<file path="config.mk">
export PLATFORM = sky130hd
export DESIGN_NAME = fifo_rd_stream_adapter
export DESIGN_NICKNAME = d
export VERILOG_FILES = /design/src/rtl/fifo_rd_stream_adapter.sv
export SDC_FILE = /design/constraint.sdc
export NUM_CORES = 1
export LEC_CHECK = 0
export BUFFER_PORTS_ARGS = -buffer_cell sky130_fd_sc_hd__buf_2
export CELL_PAD_IN_SITES_DETAIL_PLACEMENT = 0
export CELL_PAD_IN_SITES_GLOBAL_PLACEMENT = 1
export CORE_ASPECT_RATIO = 0.5
export CORE_MARGIN = 1
export CORE_UTILIZATION = 40
export CTS_CLUSTER_SIZE = 25
export DETAILED_ROUTE_END_ITERATION = 8
export HOLD_SLACK_MARGIN = 0.12
export PLACE_DENSITY = 0.73
export SETUP_SLACK_MARGIN = 0.4
export SYNTH_ARGS = -nofsm -noshare
export SYNTH_HDL_FRONTEND = slang
export SYNTH_SLANG_ARGS = --single-unit
</file>
<file path="constraint.sdc">
create_clock -name clk -period 4.2 [get_ports clk]
set_clock_uncertainty 0.2 [all_clocks]
set_input_delay 0 -clock clk [delete_from_list [all_inputs] [get_ports clk]]
set_output_delay 0 -clock clk [all_outputs]
set_load 0.01 [all_outputs]
</file>
<file path="src/rtl/fifo_rd_stream_adapter.sv">
// fifo_rd_stream_adapter: drains a registered-read FIFO into a packet-framed valid/ready stream
// Ports:
//   clk, rst             read-domain clock, async active-low reset shared with the FIFO read side
//   en                   1: fetch from FIFO, 0: stop reading and drain the prefetch buffer
//   Empty, DataOut       FIFO empty flag and read data (data valid the cycle after an accepted read)
//   RdEn                 FIFO read request
//   m_data/m_valid/m_ready/m_last  output stream, m_last closes each PKT_LEN-word packet
//   occupancy            words held in the prefetch buffer (not counting an in-flight read)
//   word_cnt             words handed off, wrapping
//   busy                 adapter not idle
module fifo_rd_stream_adapter #(
  parameter int DATA_W = 32,
  parameter int BUF_DEPTH = 4,
  parameter int PKT_LEN = 8,
  parameter int CNT_W = 16,
  localparam int OW = $clog2(BUF_DEPTH + 1),
  localparam int PW = $clog2(BUF_DEPTH),
  localparam int BW = PKT_LEN > 1 ? $clog2(PKT_LEN) : 1
) (
  input  logic              clk,
  input  logic              rst,
  input  logic              en,
  input  logic              Empty,
  input  logic [DATA_W-1:0] DataOut,
  output logic              RdEn,
  output logic [DATA_W-1:0] m_data,
  output logic              m_valid,
  input  logic              m_ready,
  output logic              m_last,
  output logic [OW-1:0]     occupancy,
  output logic [CNT_W-1:0]  word_cnt,
  output logic              busy
);
  typedef enum logic [1:0] {IDLE, RUN, DRAIN} state_t;
  state_t state;
  logic pending;
  logic [PW-1:0] head, tail;
  logic [BW-1:0] beat;
  logic [DATA_W-1:0] mem [BUF_DEPTH];
  logic [OW:0] fill;
  logic pop;
  function automatic logic [PW-1:0] nxt(input logic [PW-1:0] p);
    return p == PW'(BUF_DEPTH - 1) ? '0 : p + 1'b1;
  endfunction
  // The in-flight read reserves a slot, so a push can never hit a full buffer
  assign fill = {1'b0, occupancy} + (OW + 1)'(pending);
  assign RdEn = state == RUN && !Empty && fill < (OW + 1)'(BUF_DEPTH);
  assign m_valid = occupancy != '0;
  assign m_data = mem[head];
  assign m_last = m_valid && beat == BW'(PKT_LEN - 1);
  assign pop = m_valid && m_ready;
  always_ff @(posedge clk)
    if (pending) mem[tail] <= DataOut;
  always_ff @(posedge clk or negedge rst)
    if (!rst) begin
      state <= IDLE;
      busy <= 1'b0;
      pending <= 1'b0;
      occupancy <= '0;
      head <= '0;
      tail <= '0;
      beat <= '0;
      word_cnt <= '0;
    end else begin
      pending <= RdEn;
      occupancy <= occupancy + OW'(pending) - OW'(pop);
      if (pending) tail <= nxt(tail);
      if (pop) begin
        head <= nxt(head);
        beat <= beat == BW'(PKT_LEN - 1) ? '0 : beat + 1'b1;
        word_cnt <= word_cnt + 1'b1;
      end
      case (state)
        IDLE: if (en) begin
          state <= RUN;
          busy <= 1'b1;
        end
        RUN: if (!en) state <= DRAIN;
        DRAIN: if (en) state <= RUN;
          else if (occupancy == '0 && !pending) begin
            state <= IDLE;
            busy <= 1'b0;
          end
        default: begin
          state <= IDLE;
          busy <= 1'b0;
        end
      endcase
    end
endmodule
</file>
==> results of run 1 <==
## flip-flops by register name, indices dropped and copies added (netlist names)
signal / cells
beat: 3
busy: 1
head: 2
mem: 128
occupancy: 3
pending: 1
state: 2
tail: 2
word_cnt: 16
## critical path, delay by kind of cell, from the launching register on
family                 cells  cell delay [ns]
multiplexers               1             0.53
buffers and inverters      2             0.47
flip-flops                 1             0.96
## cells in the mapped netlist (all sizes together), types with 2 or more instances
library cell,count,area (um2)
clkbuf,3,11.26
o211ai,2,15.01
o21ai,4,20.02
nand2b,2,12.51
nor3,6,40.04
nand3,4,20.02
xor2,3,26.28
and2,5,31.28
nand4,5,31.28
nand2,17,63.81
ha,11,137.6
nor2,2,7.510
dfrtp,30,750.7
a21oi,2,10.01
buf,7,45.04
edfxtp,128,3844
or3,2,17.52
mux4,32,720.7
and3,2,12.51
a21o,2,15.01
inv,8,30.03
xnor2,13,113.9
## power by group
group	internal, mW	switching (mW)	leakage, nW
sequential	1.85	0.246	1.54
clock	0.956	0.655	0.300
combinational	0.572	0.445	1.11
## stage by stage
stage | hold slack (ns) | setup slack, ns | utilization | instances
2_1_floorplan | -0.4956 | 1.956 | - | 296
3_3_place_gp | -0.1039 | 1.648 | 0.4597 | 577
3_5_place_dp | -0.1192 | 1.581 | 0.4597 | 577
4_1_cts | 0.1206 | 1.510 | 0.5385 | 661
5_1_grt | 0.1356 | 1.399 | 0.5385 | 661
6_report | 0.1390 | 1.601 | 0.5385 | 661
## worst paths after layout
kind | to | cells past startpoint
min in group asynchronous | word_cnt[7] | 4
setup / recovery | m_data[15] | 3
hold reg to reg | word_cnt[15] | 1
max in group asynchronous | head[0] | 4
hold / removal | mem[0][19] | 2
setup reg to reg | occupancy[2] | 7
## final cells by class
| type | count | area, um2 | area share |
|---|---|---|---|
| sequential | 158 | 4597 | 0.5837 |
| multi-input combinational | 120 | 1376 | 0.1748 |
| timing repair buffer | 145 | 1001 | 0.1271 |
| clock buffer | 17 | 425.4 | 0.05402 |
| tap | 198 | 247.7 | 0.03146 |
| clock inverter | 15 | 197.7 | 0.02510 |
| inverter | 8 | 30.03 | 0.003813 |
## per-layer routing
| layer | up-vias | global-route usage | routed length, um |
|---|---|---|---|
| li1 | 1480 | - | - |
| met1 | 1606 | 0.1933 | 5002 |
| met2 | 66 | 0.2314 | 5155 |
| met3 | 16 | 0.03784 | 344 |
| met4 | 0 | 0.07194 | 190 |
| met5 | - | 0 | 0 |
## logic make-up (layout without fill, tap and decap cells)
kind of cell | after synthesis | in the layout | synth area share
AO/OA/AOI/OAI | 13 | 13 | 0.01613
XOR/XNOR | 16 | 16 | 0.02316
adder cells (fa/ha/maj) | 12 | 12 | 0.02605
buffers and inverters | 18 | 185 | 0.01426
flip-flops | 158 | 158 | 0.7591
multiplexers | 33 | 33 | 0.1207
AND/OR/NAND/NOR | 46 | 46 | 0.04052
## what timing repair did
item,4_1_cts,5_1_grt
hold buffers,52,0
gates resized for setup,0,0
hold endpoints to repair,184,0
==> out/metrics.cfg, run 1 <==
[layout]
final_area_um2 = 7875
area_delta_synth_final_pct = 30.12
nets = 499
n_antenna_cell = 0
drive_above_1_share = 0.3650
nFillCells = 1176
final_common_cell = edfxtp_1
final_cell_mix = edfxtp_1 (128), buf_2 (91), dlygate4sd3_1 (51), mux4_2 (32), dfrtp_1 (28)

[sta]
max_freq_mhz = 384.8
setup_viol = 0
period_needed_ns = 2.599
rsz0062_at_grt = no
tns_ns = 0
slew_headroom = 0.3913
finalHoldViolCount = 0
tightest_slew_ns = 0.9130
drv_slew = 0
timing.final.crit_share = 0.6187

[logic_synthesis]
synth_area_um2 = 6052
yosys_warnings = 0
synth_nets = 345
synth_seq_cells = 158
synthCells = 296
synth_cell_types = 32
synth-seq-area-share = 0.7591
syn_area_per_cell_um2 = 20.45
synth_edf_count = 128
synth-async-reset-ratio = 0.1899
ys.flop_type = edfxtp_1

[pwr]
p_per_area_nw_per_um2 = 600.0
fin_total_pwr_mw = 4.725
leakage_nw = 2.949
ir_drop_uv = 314.8

[floorplan]
ios = 92
die-area_um2 = 15660
initial_utilization = 0.4139
rows = 31
fp.dieW_um = 176.0
die_h_um = 88.98
core_um2 = 14620

[route]
ant_nets = 0
drt_iter0_markers = 123
avgRoutedWirePerCell_um = 16.18
drc_errors = 0
totalWireLength_mm = 10.69
drtPass1Iterations = 4
vias = 3168
vias_per_cell = 4.793

[worst_setup_path]
crit_path_cell_trace = buf_4 -> mux4_2 -> buf_2
end_kind = output port
reg2reg_setup_slack_ns = 1.61
crit_required_ns = 4.00
crit_slowest_cell = dfrtp_2
r2r-start = occupancy[0]
cp.arrival_ns = 2.40
start_kind = flop
crit_start = head[0]
cp_max_fo = 26
cpPeakStageDelay_ns = 0.96
crit_type = flop to output port

[placed_design]
place_area_um2 = 6721
dp_hpwl_mm = 6.224
gp_congestion = 0.7253
io_buffers = 91

[grt]
grt_max_degree = 35
grt-ovfl-total = 0
grt_antenna_before_repair = 0
grt_pass1_vias = 3247
grt_pass1_wl_mm = 16.76
grtUsageTotal = 0.1465

[flow_run]
drv_cap = 0

[clock_network]
cts_tree = yes
cts_buffers = 17
htree_levels = 4
cts_sinks = 158
clkLatencyLatePin_ns = 0.42
cts_buffer_depth = 2
root_buffer = clkbuf_16
cts_setup_buffers = 0
clkTransAtPathRegs_ns = 0.07

[outcome]
status = finished, final reports clean

[worst_hold_path]
min-delay-start = DataOut[19]
min_path_type = primary input to flop

(Power assumes the default switching activity.)
==> inputs of run 2 (changes only) <==
- PLACE_DENSITY: 0.73 -> 0.76
- clock period: 4.2 -> 2.37 ns (I/O delays scaled with it)
==> out/metrics.cfg, run 2 (synthesis gave the netlist of run 1 again) <==
[grt]
grt_max_degree = 33  ; -5.7%
grt_pass1_vias = 3161  ; -2.6%
grt-ovfl-total = 0  ; unchanged
grt_pass1_wl_mm = 16.99  ; +1.4%
use_met3 = 0.04039  ; +0.002551
grt_use_met2 = 0.2422  ; +0.01078
grt_antenna_before_repair = 0  ; unchanged
grtUsageTotal = 0.1481  ; +0.001668
grt_busiest_layer = met2
use_met1 = 0.1965  ; +0.003184

[layout]
max_flop_register = mem
area_delta_synth_final_pct = 33.29
n_antenna_cell = 0  ; unchanged
final_common_cell = edfxtp_1
drive_above_1_share = 0.4068  ; +0.04177
largestRegisters = mem x128, word_cnt x16
largest_reg_flops = 128  ; unchanged
fin_util = 0.5516  ; +0.01309
nFillCells = 1135  ; -3.5%
final_area_um2 = 8066  ; +2.4%
nets = 508  ; +1.8%
final_cell_mix = edfxtp_1 (128), buf_2 (87), dlygate4sd3_1 (45), mux4_2 (32), dfrtp_1 (26)

[floorplan]
fp.dieW_um = 176.0  ; unchanged
rows = 31  ; unchanged
die-area_um2 = 15660  ; unchanged
die_h_um = 88.98  ; unchanged
initial_utilization = 0.4139  ; unchanged
ios = 92  ; unchanged
core_um2 = 14620  ; unchanged

[clock_network]
cts_sinks = 158  ; unchanged
clkTransAtPathRegs_ns = 0.07  ; about the same
cts_tree = yes
root_buffer = clkbuf_16
cts_buffers = 17  ; unchanged
htree_levels = 4  ; unchanged
clkLatencyLatePin_ns = 0.42  ; about the same
cts_buffer_depth = 2  ; unchanged

[worst_setup_path]
crit_type = flop to flop
cp_max_fo = 5  ; -81%
cp.arrival_ns = 2.16  ; -0.24 ns
start_kind = flop
crit_required_ns = 2.52  ; -1.48 ns
end_kind = flop

[route]
drt_iter0_markers = 200  ; +63%
avgRoutedWirePerCell_um = 16.54  ; +2.2%
vias_per_cell = 4.757  ; -0.75%
drtPass1Iterations = 4  ; unchanged
ant_nets = 0  ; unchanged
drc_errors = 0  ; unchanged
vias = 3187  ; +0.60%
totalWireLength_mm = 11.08  ; +3.6%

[sta]
tightest_slew_ns = 0.6887  ; -0.2243 ns
timing.final.crit_share = 0.8476
period_needed_ns = 2.009
finalHoldViolCount = 0  ; unchanged
max_freq_mhz = 497.8
rsz0062_at_grt = yes
setup_viol = 0  ; unchanged
drv_slew = 0  ; unchanged
tns_ns = 0  ; unchanged
slew_headroom = 0.5408  ; +0.1495

[pwr]
leakage_nw = 3.030  ; +2.8%
ir_drop_uv = 530.2  ; +68%
power.clock.fraction = 0.310  ; -0.031
p_comb_frac = 0.284  ; +0.069
switching_share = 0.3002  ; +0.01524
p_sw_mw = 2.573  ; +91%
pwr-share-seq = 0.407  ; -0.037
p_int_mw = 5.996  ; +77%
fin_total_pwr_mw = 8.569  ; +81%
p_per_area_nw_per_um2 = 1062  ; +77%

[placed_design]
io_buffers = 91  ; unchanged
dp_hpwl_mm = 6.203  ; -0.33%
gp_congestion = 0.6971  ; -3.9%
place_area_um2 = 6858  ; +2.0%

[outcome]
status = finished, final reports clean

[worst_hold_path]
min_path_type = primary input to flop

[flow_run]
drv_cap = 0  ; unchanged

-- run 2: cell types whose count changed in the layout (fill, tap and decap cells not counted), sizes merged --
cell and change:
buf +15, bufinv -3, clkinv +4, clkinvlp -2, dlygate4sd3 -6, inv +1
-- run 2: repair_timing --
action / CTS / global route
setup buffers: 6 / 2
hold buffers: 45 / 0
pin swaps: 1 / 1
resized for setup: 4 / 7
gates cloned: 2 / 0
endpoints found under the hold margin: 186 / 0
endpoints found under the setup margin: 35 / 35
-- run 2: critical path, cell delays in order (launching register included) --
cell and delay (ns):
dfrtp_2 0.44, o31ai_4 0.26, inv_2 0.09, ha_4 0.26, inv_2 0.03, ha_4 0.14, fa_2 0.51
-- run 2: stage by stage --
stage                     setup WS (ns)  instances  hold WS, ns
after floorplan                  0.2187        296      -0.4956
after global placement           0.3437        583      -0.1196
after detailed placement         0.2896        583      -0.1206
after CTS                        0.3425        668       0.1226
after global routing             0.2921        670       0.1207
final                            0.3612        670       0.1369
-- run 2: per-layer routing --
layer	share of wire	wire length, um
met1	0.45	5035
met2	0.51	5618
met3	0.033	361
met4	0.0058	64
met5	0	0
-- run 2: final cells by class --
type / instances / area, um2 / share of cell area
Multi-Input combinational cell: 120 / 1414 / 0.1753
Clock buffer: 17 / 425.4 / 0.05274
Tap cell: 198 / 247.7 / 0.03071
Sequential cell: 158 / 4599 / 0.5702
Inverter: 8 / 30.03 / 0.003723
Timing Repair Buffer: 154 / 1189 / 0.1474
Clock inverter: 15 / 161.4 / 0.02001
-- run 2: power by group through the flow --
stage / registers, mW / logic [mW] / clock network, mW
final: 3.48 / 2.43 / 2.65
after global placement: 3.54 / 2.08 / 0
after detailed placement: 3.55 / 2.08 / 0
after global routing: 3.51 / 2.66 / 2.84
after floorplan: 3.54 / 1.37 / 0
after CTS: 3.48 / 2.40 / 2.70
-- run 2: final timing paths --
check                        startpoint      endpoint  slack, ns  cells past startpoint
max                        occupancy[1]  occupancy[1]       0.36                      6
min                         DataOut[18]    mem[2][18]       0.14                      2
max reg2reg                occupancy[1]  occupancy[1]       0.36                      6
min reg2reg                word_cnt[15]  word_cnt[15]       0.27                      1
max in group asynchronous           rst  occupancy[2]       0.98                      3
min in group asynchronous           rst   word_cnt[7]       0.50                      3
